**src/rtl/recip_arbiter.sv**
```systemverilog
// recip_arbiter: round-robin front end for one shared multi-cycle reciprocal
// unit. Latches the winning requester's operand, issues a one-cycle start,
// holds the operand until done, and returns the result tagged with the
// requester ID.
// Optional build macro RECIP_ARB_TIMEOUT_EN: adds a WAIT watchdog that aborts
// after TIMEOUT cycles and reports the abort on rsp_timeout.
module recip_arbiter #(
    parameter int W    = 32,
    parameter int NREQ = 4,
    parameter int IDW  = 2
`ifdef RECIP_ARB_TIMEOUT_EN
    ,
    parameter int TIMEOUT = 64
`endif
) (
    input  logic              clk,
    input  logic              rst_n,
    input  logic [NREQ-1:0]   req_valid,
    input  logic [NREQ*W-1:0] req_data,
    output logic [NREQ-1:0]   req_ready,
    output logic              rsp_valid,
    output logic [IDW-1:0]    rsp_id,
    output logic [W-1:0]      rsp_data,
    output logic              rsp_invalid,
`ifdef RECIP_ARB_TIMEOUT_EN
    output logic              rsp_timeout,
`endif
    output logic              busy,
    output logic              ru_start,
    output logic [W-1:0]      ru_x,
    input  logic              ru_done,
    input  logic [W-1:0]      ru_x_inv,
    input  logic              ru_invalid
);

    typedef enum logic [1:0] {
        IDLE  = 2'd0,
        START = 2'd1,
        WAIT  = 2'd2,
        RESP  = 2'd3
    } state_t;

    state_t           state_reg;
    state_t           state_next;
    logic [IDW-1:0]   ptr_reg;
    logic [IDW-1:0]   id_reg;
    logic [W-1:0]     x_reg;
    logic [IDW-1:0]   rsp_id_reg;
    logic [W-1:0]     rsp_data_reg;
    logic             rsp_inv_reg;
    logic             grant_found;
    logic [IDW-1:0]   sel_id;
    logic [W-1:0]     sel_data;
    logic             accept;
    logic             expire;

    // Round-robin search starting just after the last winner, with wrap.
    always_comb begin
        grant_found = 1'b0;
        sel_id      = '0;
        for (int k = 1; k <= NREQ; k++) begin
            if (!grant_found && req_valid[(int'(ptr_reg) + k) % NREQ]) begin
                grant_found = 1'b1;
                sel_id      = IDW'((int'(ptr_reg) + k) % NREQ);
            end
        end
    end

    assign sel_data = req_data[int'(sel_id)*W +: W];
    assign accept   = (state_reg == IDLE) && grant_found;

    // One-hot accept, only offered while idle and out of reset.
    generate
        for (genvar gi = 0; gi < NREQ; gi++) begin : g_ready
            assign req_ready[gi] = rst_n && accept && (sel_id == IDW'(gi));
        end
    endgenerate

    // State register.
    always_ff @(posedge clk or negedge rst_n) begin
        if (!rst_n) state_reg <= IDLE;
        else        state_reg <= state_next;
    end

    // Next-state logic and state-decoded strobes.
    always_comb begin
        state_next = state_reg;
        busy       = 1'b1;
        ru_start   = 1'b0;
        rsp_valid  = 1'b0;
        case (state_reg)
            IDLE: begin
                busy = 1'b0;
                if (grant_found) state_next = START;
            end
            START: begin
                ru_start   = 1'b1;
                state_next = WAIT;
            end
            WAIT: begin
                // A completing unit takes priority over a coincident expiry.
                if (ru_done || expire) state_next = RESP;
            end
            RESP: begin
                rsp_valid  = 1'b1;
                state_next = IDLE;
            end
            default: state_next = IDLE;
        endcase
    end

    // Capture the winner's operand and ID; the pointer follows the winner.
    always_ff @(posedge clk or negedge rst_n) begin
        if (!rst_n) begin
            ptr_reg <= IDW'(NREQ - 1);
            id_reg  <= '0;
            x_reg   <= '0;
        end else if (accept) begin
            ptr_reg <= sel_id;
            id_reg  <= sel_id;
            x_reg   <= sel_data;
        end
    end

    // Response latches load when WAIT ends and hold until the next response.
    always_ff @(posedge clk or negedge rst_n) begin
        if (!rst_n) begin
            rsp_id_reg   <= '0;
            rsp_data_reg <= '0;
            rsp_inv_reg  <= 1'b0;
        end else if (state_reg == WAIT) begin
            if (ru_done) begin
                rsp_id_reg   <= id_reg;
                rsp_data_reg <= ru_x_inv;
                rsp_inv_reg  <= ru_invalid;
            end else if (expire) begin
                rsp_id_reg   <= id_reg;
                rsp_data_reg <= '0;
                rsp_inv_reg  <= 1'b1;
            end
        end
    end

`ifdef RECIP_ARB_TIMEOUT_EN
    localparam int CW = $clog2(TIMEOUT + 1);

    logic [CW-1:0] wait_cnt_reg;
    logic          timeout_reg;

    // Counts cycles spent in WAIT; restarted by each start pulse.
    always_ff @(posedge clk or negedge rst_n) begin
        if (!rst_n)                   wait_cnt_reg <= '0;
        else if (state_reg == START)  wait_cnt_reg <= '0;
        else if (state_reg == WAIT)   wait_cnt_reg <= wait_cnt_reg + 1'b1;
    end

    assign expire = (state_reg == WAIT) && (wait_cnt_reg == CW'(TIMEOUT - 1));

    // Abort flag accompanies the response it belongs to.
    always_ff @(posedge clk or negedge rst_n) begin
        if (!rst_n) begin
            timeout_reg <= 1'b0;
        end else if (state_reg == WAIT) begin
            if (ru_done)     timeout_reg <= 1'b0;
            else if (expire) timeout_reg <= 1'b1;
        end
    end

    assign rsp_timeout = timeout_reg;
`else
    assign expire = 1'b0;
`endif

    assign rsp_id      = rsp_id_reg;
    assign rsp_data    = rsp_data_reg;
    assign rsp_invalid = rsp_inv_reg;
    assign ru_x        = x_reg;

endmodule

```
**config.mk**
```make
export PLATFORM = sky130hd
export DESIGN_NAME = recip_arbiter
export DESIGN_NICKNAME = d
export VERILOG_FILES = /design/src/rtl/recip_arbiter.sv
export SDC_FILE = /design/constraint.sdc
export NUM_CORES = 1
export LEC_CHECK = 0
export BUFFER_PORTS_ARGS = -buffer_cell sky130_fd_sc_hd__buf_2
export CORE_UTILIZATION = 35
export CTS_CLUSTER_SIZE = 10
export DETAILED_ROUTE_END_ITERATION = 12
export PLACE_DENSITY = 0.67
export SLEW_MARGIN = 20
export SYNTH_ARGS = -nofsm -noshare
export SYNTH_HDL_FRONTEND = slang
export SYNTH_SLANG_ARGS = --single-unit
```
**constraint.sdc**
```tcl
create_clock -name clk -period 5.6 [get_ports clk]
set_input_delay 0.28 -clock clk [delete_from_list [all_inputs] [get_ports clk]]
set_output_delay 0.28 -clock clk [all_outputs]
set_load 0.01 [all_outputs]
```
After elaboration in Yosys (flattened, before gate mapping)
Cells that the tools add are included.

Equal/unequal tests: 8. Bitwise operators: 4. Reductions and logical operators: 20. Shift-type cells: 1. $add $sub $neg: 4. $lt $le $gt $ge: 4. Muxes and demuxes: 26.

Operators by type and width (number): variable part select 128 x 8 -> 32 bit (1); < comparator 3 x 4 -> 1 bit, second input constant (4); two-way mux 1 bit (15); two-way mux 2 bit (6); logical AND 1 bit (9); binary-select mux 1 bit (select 2 bit) (4); == test 2 bit, second input constant (4); case mux 2 bit (4 select lines) (1); OR reduction 2 bit (4); adder 2 x 1 -> 2 bit, second input constant (2); adder 2 bit, second input constant (2); AND 1 bit, first input constant (4); == test 2 x 1 -> 1 bit, second input constant (2); logical NOT 2 bit (2); != test 2 bit, second input constant (2); AND reduction 2 bit (2); logical NOT 1 bit (3).

Input bits: 168. Bits in registers: 73. Output and inout bits: 74. Word-level logic and storage cells: 74.

Depth between registers and ports, before layout
Gate-level depths: netlist (run 1).

Word-level depth: 19. Gate-level depth with buffers: 8. Mapped depth without buffers: 6.

Worst setup path before layout (run 1)
Ideal clock, no wire load.

Path kind: reg-to-output. Start point: reg ptr_reg[1]. End point: out req_ready[3]. Path buffers: 2. Arrival time: 1.489 ns. Data required time: 5.320 ns. Stages on the path, launching flop included: 6. Setup slack: 3.831 ns. Cells stage by stage: dfstp_2 > buf_6 > nor2_1 > o32ai_1 > buf_2 > and3_1.

Cells in the longest elaborated chain, start to end: 17. Elaborated cells on any way between the ends: 34. Classes of those cells: add/sub: 4; eq/ne: 1; mux: 20; reduce/logical: 9.

Ends and longest elaborated chain: from (decl) (RTL line 45) `logic [IDW-1:0] ptr_reg;`; from (signal assigned) (RTL line 115) `ptr_reg <= IDW'(NREQ - 1);`; from (signal assigned) (RTL line 119) `ptr_reg <= sel_id;`; adder 2 x 1 -> 2 bit (RTL line 62, 64); binary-select mux 1 bit (select 2 bit) (RTL line 62) `if (!grant_found && req_valid[(int'(ptr_reg) + k) % NREQ]) begin`; two-way mux 1 bit (not written as such) (2 in series) (RTL line 62); two-way mux 1 bit (RTL line 62); logical NOT 1 bit (RTL line 62); logical AND 1 bit (RTL line 62); two-way mux 1 bit (RTL line 62); logical NOT 1 bit (RTL line 62); logical AND 1 bit (RTL line 62); two-way mux 1 bit (RTL line 62); logical NOT 1 bit (RTL line 62); logical AND 1 bit (RTL line 62); two-way mux 1 bit (RTL line 62); logical AND 1 bit (RTL line 70) `assign accept = (state_reg == IDLE) && grant_found;`; logical AND 1 bit (RTL line 75) `assign req_ready[gi] = rst_n && accept && (sel_id == IDW'(gi));`; logical AND 1 bit (*) (RTL line 75); to (decl) (RTL line 20) `output logic [NREQ-1:0] req_ready,`.

Every way passes the cells marked *; elsewhere a longest branch is shown, timed or not. The select of a mux whose other input is x is not followed.

Final worst setup path (run 1)
Start point: reg state_reg[0]. End point: out req_ready[0].

Cells in the longest elaborated chain, start to end: 4.

Ends and longest elaborated chain: from (decl) (RTL line 43) `state_t state_reg;`; from (signal assigned) (RTL line 82) `else state_reg <= state_next;`; logical NOT 2 bit (RTL line 70); logical AND 1 bit (RTL line 70); logical AND 1 bit (2 in series) (RTL line 75).

No other way between the ends.

==> impl_metrics.csv, run 1 <==
group,metric,value,unit
placed_design,detailedPlacementHpwl,8650,um
grt,grt_max_degree,48,
power,p_leak,2.78,nW
sta,rsz_0062_raised_after_global_routing,"no",
hold_path,worst_case_hold_path_end_point,"rsp_data[6]",
logic_synthesis,post_synth_net_total,515,
sta,finClkSkew,0.00938,ns
grt,grt_antenna_before_repair,0,
cts,insertion_delay,0.33,ns
floorplanning,boundaryPins,242,
floorplanning,std_cell_rows,38,
grt,global_route.overflow_total,0,
critical_path,r2r_slack,3.23,ns
logic_synthesis,postSynthCellCount,342,
routing,routed-via-count,3670,
routing,drt-wirelength-per-cell,16.0,um
cts,numCtsBuffers,9,
cts,cts_tree,"done",
critical_path,r2r_end,"ru_x[0]",
floorplanning,fp.coreArea,10900,um2
flow_run,max-cap-violations,0,
floorplanning,initial_utilization,36.1,%
logic_synthesis,netlist.area_leader.share,45.0,%
final_layout,regArea,1830,um2
hold_path,whs_path_depth,2,
final_layout,utilization,50.3,%
cts,clock_tree.root_cell,"sky130_fd_sc_hd__clkbuf_16",
critical_path,critPathCaptureType,"primary output",
logic_synthesis,ys_ff_latch,73,
final_layout,fillers,1023,
sta,timing.final.crit_period,2.71,ns
final_layout,multiInputGateArea,1950,um2
critical_path,crit_path_start_kind,"register",
logic_synthesis,synth_most_common_cell,"sky130_fd_sc_hd__dfrtp_1",
critical_path,cp.required,5.32,ns
logic_synthesis,synth_top_area_cell,"sky130_fd_sc_hd__dfrtp_1",
cts,cts-root-to-sink-buffers,2,
logic_synthesis,yosysWarnings,0,
grt,grt_usage,20.0,%
cts,htree_num_levels,3,
logic_synthesis,synth.distinct_cells,44,
logic_synthesis,synth-async-reset-ratio,100,%
routing,antenna_violating_nets_post_route,0,
cts,numClockSinks,73,
floorplanning,floorplan_die_width,108,um
sta,fmaxAchievable,369,MHz
logic_synthesis,yosysSeqAreaShare,46.3,%
sta,worst-slew-pin-transition,1.03,ns
sta,aggregate_negative_setup_slack,0,ns
placed_design,place_congestion,0.820,
power,power.density_cell_area,539,nW/um2
status,outcome,"finished clean",
logic_synthesis,mean_syn_cell_area,11.6,um2
critical_path,worstPathMaxFanout,21,
final_layout,layout-drive-gt1-share,58.0,%
logic_synthesis,synth_commonest_cells,"sky130_fd_sc_hd__dfrtp_1, sky130_fd_sc_hd__mux2_2, sky130_fd_sc_hd__nor2_1",
final_layout,finish.net_count,747,
sta,setup_viol,0,
critical_path,critPathKind,"reg -> out",
power,ir_worst_vdd,0.000233,V
sta,final-max-slew-violation-count,0,
sta,min_period_over_period,48.4,%
cts,cts-resized-gates,0,
final_layout,diodes,0,
placed_design,port_buffer_count,241,
routing,drt-vias-per-instance,5.11,
logic_synthesis,yosys-top-cells-area,"sky130_fd_sc_hd__dfrtp_1, sky130_fd_sc_hd__mux2_2, sky130_fd_sc_hd__mux2_4",
logic_synthesis,syn-cell-area,3950,um2
critical_path,critPathArrivalTime,2.43,ns
sta,maxSlewHeadroom,31.4,%
grt,grt_pass1_vias,3517,
floorplanning,die_h,108,um
cts,worst_setup_hold_path_clk_slew,0.06,ns
sta,finalHoldViolations,0,
grt,grt_first_pass_wirelength,17700,um
hold_path,hold_start,"ru_x_inv[6]",
routing,drcViolationCount,0,
floorplanning,dieArea,11700,um2
critical_path,regToRegStartpoint,"ptr_reg[1]",
routing,detailedRoute.firstIterationViolations,154,
routing,routed_wl,11500,um
placed_design,placed_inst_area,5220,um2
final_layout,area.growth.synth_to_final,39.3,%
logic_synthesis,synth-main-ff-cell,"sky130_fd_sc_hd__dfrtp_1",
hold_path,holdCritPathClass,"in -> reg",
critical_path,r2r_cells,6,
final_layout,final_design_area_no_fill,5500,um2
logic_synthesis,synth_enable_flop_cells,0,
routing,first_pass_iters,4,
cell usage in the layout (no fill, tap or decap), drive strengths merged, types with 2 or more instances in the layout:
master and n:
buf 246, mux2i 12, clkinv 3, o211ai 2, mux2 55, clkbuf 10, dfstp 2, nor2 39
a221oi 20, o22a 12, a221o 12, a21oi 26, a22o 2, nand2 28, inv 8, o32ai 2
dfrtp 71, o21ai 3, ha 5, and3 4
per-stage QoR:
stage               hold slack, ns  setup WS, ns  power (mW)  cells
CTS                          0.174          2.81        3.01    718
floorplan                  -0.0156          3.83        1.96    342
detailed placement           0.324          3.16        2.47    702
global placement             0.316          3.21        2.42    702
global route                 0.181          2.69        3.19    718
finish                       0.185          2.89        2.97    718
logic make-up after synthesis:
kind of cell,synth area share (%)
AOI/OAI and AO/OA,17.7
and+or+nand+nor,8.96
DFF,46.3
muxes,20.2
buffers and inverters,5.19
adders and majority gates,1.58
worst max-delay path by stage:
| stage | startpoint | end | slack, ns |
|---|---|---|---|
| after floorplan | ptr_reg[1] | req_ready[3] | 3.83 |
| after global placement | state_reg[1] | req_ready[0] | 3.21 |
| after detailed placement | req_valid[3] | ru_x[0] | 3.16 |
| after CTS | state_reg[0] | req_ready[0] | 2.81 |
| after global routing | state_reg[1] | req_ready[0] | 2.69 |
| final | state_reg[0] | req_ready[0] | 2.89 |
area by class of cell:
class / count / area share (%)
inverters: 7 / 0.477
repair buffers: 247 / 22.8
well taps: 140 / 3.18
flip-flops and latches: 73 / 33.2
multi-input cells: 236 / 35.4
clock inverters: 5 / 0.568
clock buffers: 10 / 4.34
worst max-delay path: stages, from the launching register on:
cell and delay (ns):
sky130_fd_sc_hd__dfrtp_1 0.41, sky130_fd_sc_hd__inv_1 0.12, sky130_fd_sc_hd__ha_1 0.30, sky130_fd_sc_hd__inv_1 0.12, sky130_fd_sc_hd__a21oi_4 0.51, sky130_fd_sc_hd__buf_4 0.33
sky130_fd_sc_hd__and3_1 0.17, sky130_fd_sc_hd__buf_2 0.13
power by group:
part / total (mW) / internal (mW) / switching [mW]
registers: 0.958 / 0.809 / 0.149
logic: 1.48 / 0.701 / 0.778
clock network: 0.530 / 0.309 / 0.221
total: 2.97 / 1.82 / 1.15
repair_timing:
| action | CTS | global route |
|---|---|---|
| buffers inserted | 0 | 0 |
| endpoints found under the hold margin | 44 | 0 |
| hold buffers | 1 | 0 |
layer usage:
metal	part of all wire, %	GRT usage, %	vias to the layer above
li1	-	-	1732
met1	40	23.2	1737
met2	51	36.1	189
met3	7.9	4.16	12
met4	1.5	7.43	0
met5	0	0	-
Note: power is estimated with default switching activity, not from simulation.
==> inputs of run 2 (changes only) <==
==> constraint.sdc (replaced) <==
create_clock -name clk -period 2.7 [get_ports clk]
set_input_delay 0.135 -clock clk [delete_from_list [all_inputs] [get_ports clk]]
set_output_delay 0.135 -clock clk [all_outputs]
set_load 0.01 [all_outputs]
==> impl_metrics.csv, run 2 (synthesis results as in run 1) <==
group,metric,value,unit
cts,postCtsSetupBuffers,0,
critical_path,critPathCaptureType,"primary output",
final_layout,area.growth.synth_to_final,42.6,%
power,p_leak,2.83,nW
floorplanning,initial_utilization,36.1,%
critical_path,cp.required,2.57,ns
power,share_comb_of_total_power,48.3,%
routing,detailedRoute.firstIterationViolations,223,
power,net-switching-power,2.43,mW
flow_run,max-cap-violations,0,
final_layout,most-common-layout-cells,"sky130_fd_sc_hd__buf_2, sky130_fd_sc_hd__dfrtp_1, sky130_fd_sc_hd__mux2_2, sky130_fd_sc_hd__nor2_1, sky130_fd_sc_hd__nand2_1",
grt,grt_pass1_vias,3546,
sta,setup_viol,0,
status,outcome,"finished clean",
routing,routed-via-count,3644,
routing,antenna_violating_nets_post_route,0,
final_layout,diodes,0,
final_layout,layout.cells.non_filler,723,
grt,grt_max_degree,46,
placed_design,pre_cts_ws,0.660,ns
routing,drcViolationCount,0,
critical_path,critPathArrivalTime,2.15,ns
floorplanning,std_cell_rows,38,
critical_path,crit_path_start_kind,"register",
grt,grt_usage,19.8,%
sta,rsz_0062_raised_after_global_routing,"no",
power,power.share.sequential,30.6,%
critical_path,crit_path_cell_trace,"nor2_1, o32ai_2, and3_1, buf_2",
floorplanning,dieArea,11700,um2
critical_path,critPathKind,"reg -> out",
placed_design,place_congestion,0.745,
final_layout,layout-drive-gt1-share,58.1,%
cts,cts-root-to-sink-buffers,2,
routing,drt-wirelength-per-cell,16.0,um
sta,final.setup.worst_slack,0.413,ns
floorplanning,die_h,108,um
placed_design,post-place-cells,706,
critical_path,timing.critical_path.slowest_cell_delay,0.70,ns
placed_design,port_buffer_count,241,
cts,numClockSinks,73,
sta,maxSlewHeadroom,43.1,%
power,switching_share,37.2,%
sta,finalHoldViolations,0,
power,internal_power,4.10,mW
sta,final-max-slew-violation-count,0,
cts,worst_setup_hold_path_clk_slew,0.06,ns
grt,grt_first_pass_wirelength,17600,um
cts,htree_num_levels,3,
sta,aggregate_negative_setup_slack,0,ns
critical_path,timing.critical_path.slowest_stage_cell,"sky130_fd_sc_hd__o32ai_2",
sta,worst-slew-pin-transition,0.853,ns
routing,routed_wl,11600,um
power,ir_worst_vdd,0.000497,V
final_layout,layout_commonest_cell,"sky130_fd_sc_hd__buf_2",
critical_path,worstPathMaxFanout,13,
cts,cts_tree,"done",
grt,grt_antenna_before_repair,0,
final_layout,fillers,958,
power,power.density_cell_area,1160,nW/um2
cts,numCtsBuffers,9,
hold_path,holdCritPathClass,"in -> reg",
grt,global_route.overflow_total,0,
power,p_clk_share,21.1,%
final_layout,finish.net_count,751,
cts,clock_tree.root_cell,"sky130_fd_sc_hd__clkbuf_16",
routing,drt-vias-per-instance,5.04,
placed_design,detailedPlacementHpwl,8950,um
cts,insertion_delay,0.33,ns
routing,first_pass_iters,4,
floorplanning,boundaryPins,242,
sta,min_period_over_period,84.7,%
floorplanning,fp.coreArea,10900,um2
sta,fmaxAchievable,437,MHz
floorplanning,floorplan_die_width,108,um
sta,timing.final.crit_period,2.29,ns
sta,finClkSkew,0.00523,ns
==> run 2: changes by cell type in the layout (fill, tap and decap cells not counted), sizes merged <==
cell	delta
bufinv	+3
buf	+4
clkinv	-2
==> run 2: layout make-up <==
cell class	count	area, um2	share of cell area, %
Clock buffer	10	229	4.06
Clock inverter	6	115	2.04
Inverter	7	26.3	0.466
Multi-Input combinational cell	236	1950	34.6
Sequential cell	73	1830	32.5
Tap cell	140	175	3.11
Timing Repair Buffer	251	1310	23.3
==> run 2: power groups by stage <==
stage	clock, mW	combinational [mW]	sequential (mW)
6_report	1.38	3.15	2.00
5_1_grt	1.46	3.46	2.08
4_1_cts	1.42	3.21	2.00
3_5_place_dp	0	3.20	2.02
3_3_place_gp	0	3.13	1.99
2_1_floorplan	0	1.86	2.20
==> run 2: layer usage <==
metal  wire length, um  GRT usage, %
met1              4890          23.6
met2              5640          34.6
met3               818          3.92
met4               252          8.11
met5                 0             0
==> run 2: final timing paths <==
| kind | start | endpoint | slack, ns | cells after the start |
|---|---|---|---|---|
| hold reg to reg | id_reg[1] | id_reg[1] | 0.48 | 2 |
| setup / recovery | ptr_reg[1] | req_ready[3] | 0.41 | 4 |
| min in group asynchronous | rst_n | rsp_data[30] | 0.28 | 2 |
| hold / removal | ru_x_inv[10] | rsp_data[10] | 0.04 | 2 |
| max in group asynchronous | rst_n | ru_x[20] | 1.52 | 3 |
| setup reg to reg | ptr_reg[1] | ru_x[18] | 0.68 | 6 |
==> run 2: what timing repair did <==
item	CTS	global route
resized for setup	0	0
endpoints found under the hold margin	26	0
hold buffers	1	0
==> run 2: stage by stage <==
stage                     total power, mW  hold WS, ns  utilization [%]  area, um2
after floorplan                      4.06       -0.161                -       3950
after global placement               5.12       0.0901             48.3       5280
after detailed placement             5.22        0.102             48.3       5280
after CTS                            6.62       0.0275             51.5       5630
after global routing                 7.00       0.0314             51.5       5630
final                                6.53       0.0372             51.5       5630
==> run 2: worst max-delay path, delay by kind of cell (launching register included) <==
kind,cells,cell delay [ns]
AO/OA/AOI/OAI,1,0.70
buffers and inverters,1,0.13
AND/OR/NAND/NOR,2,0.34
flip-flops,1,0.65
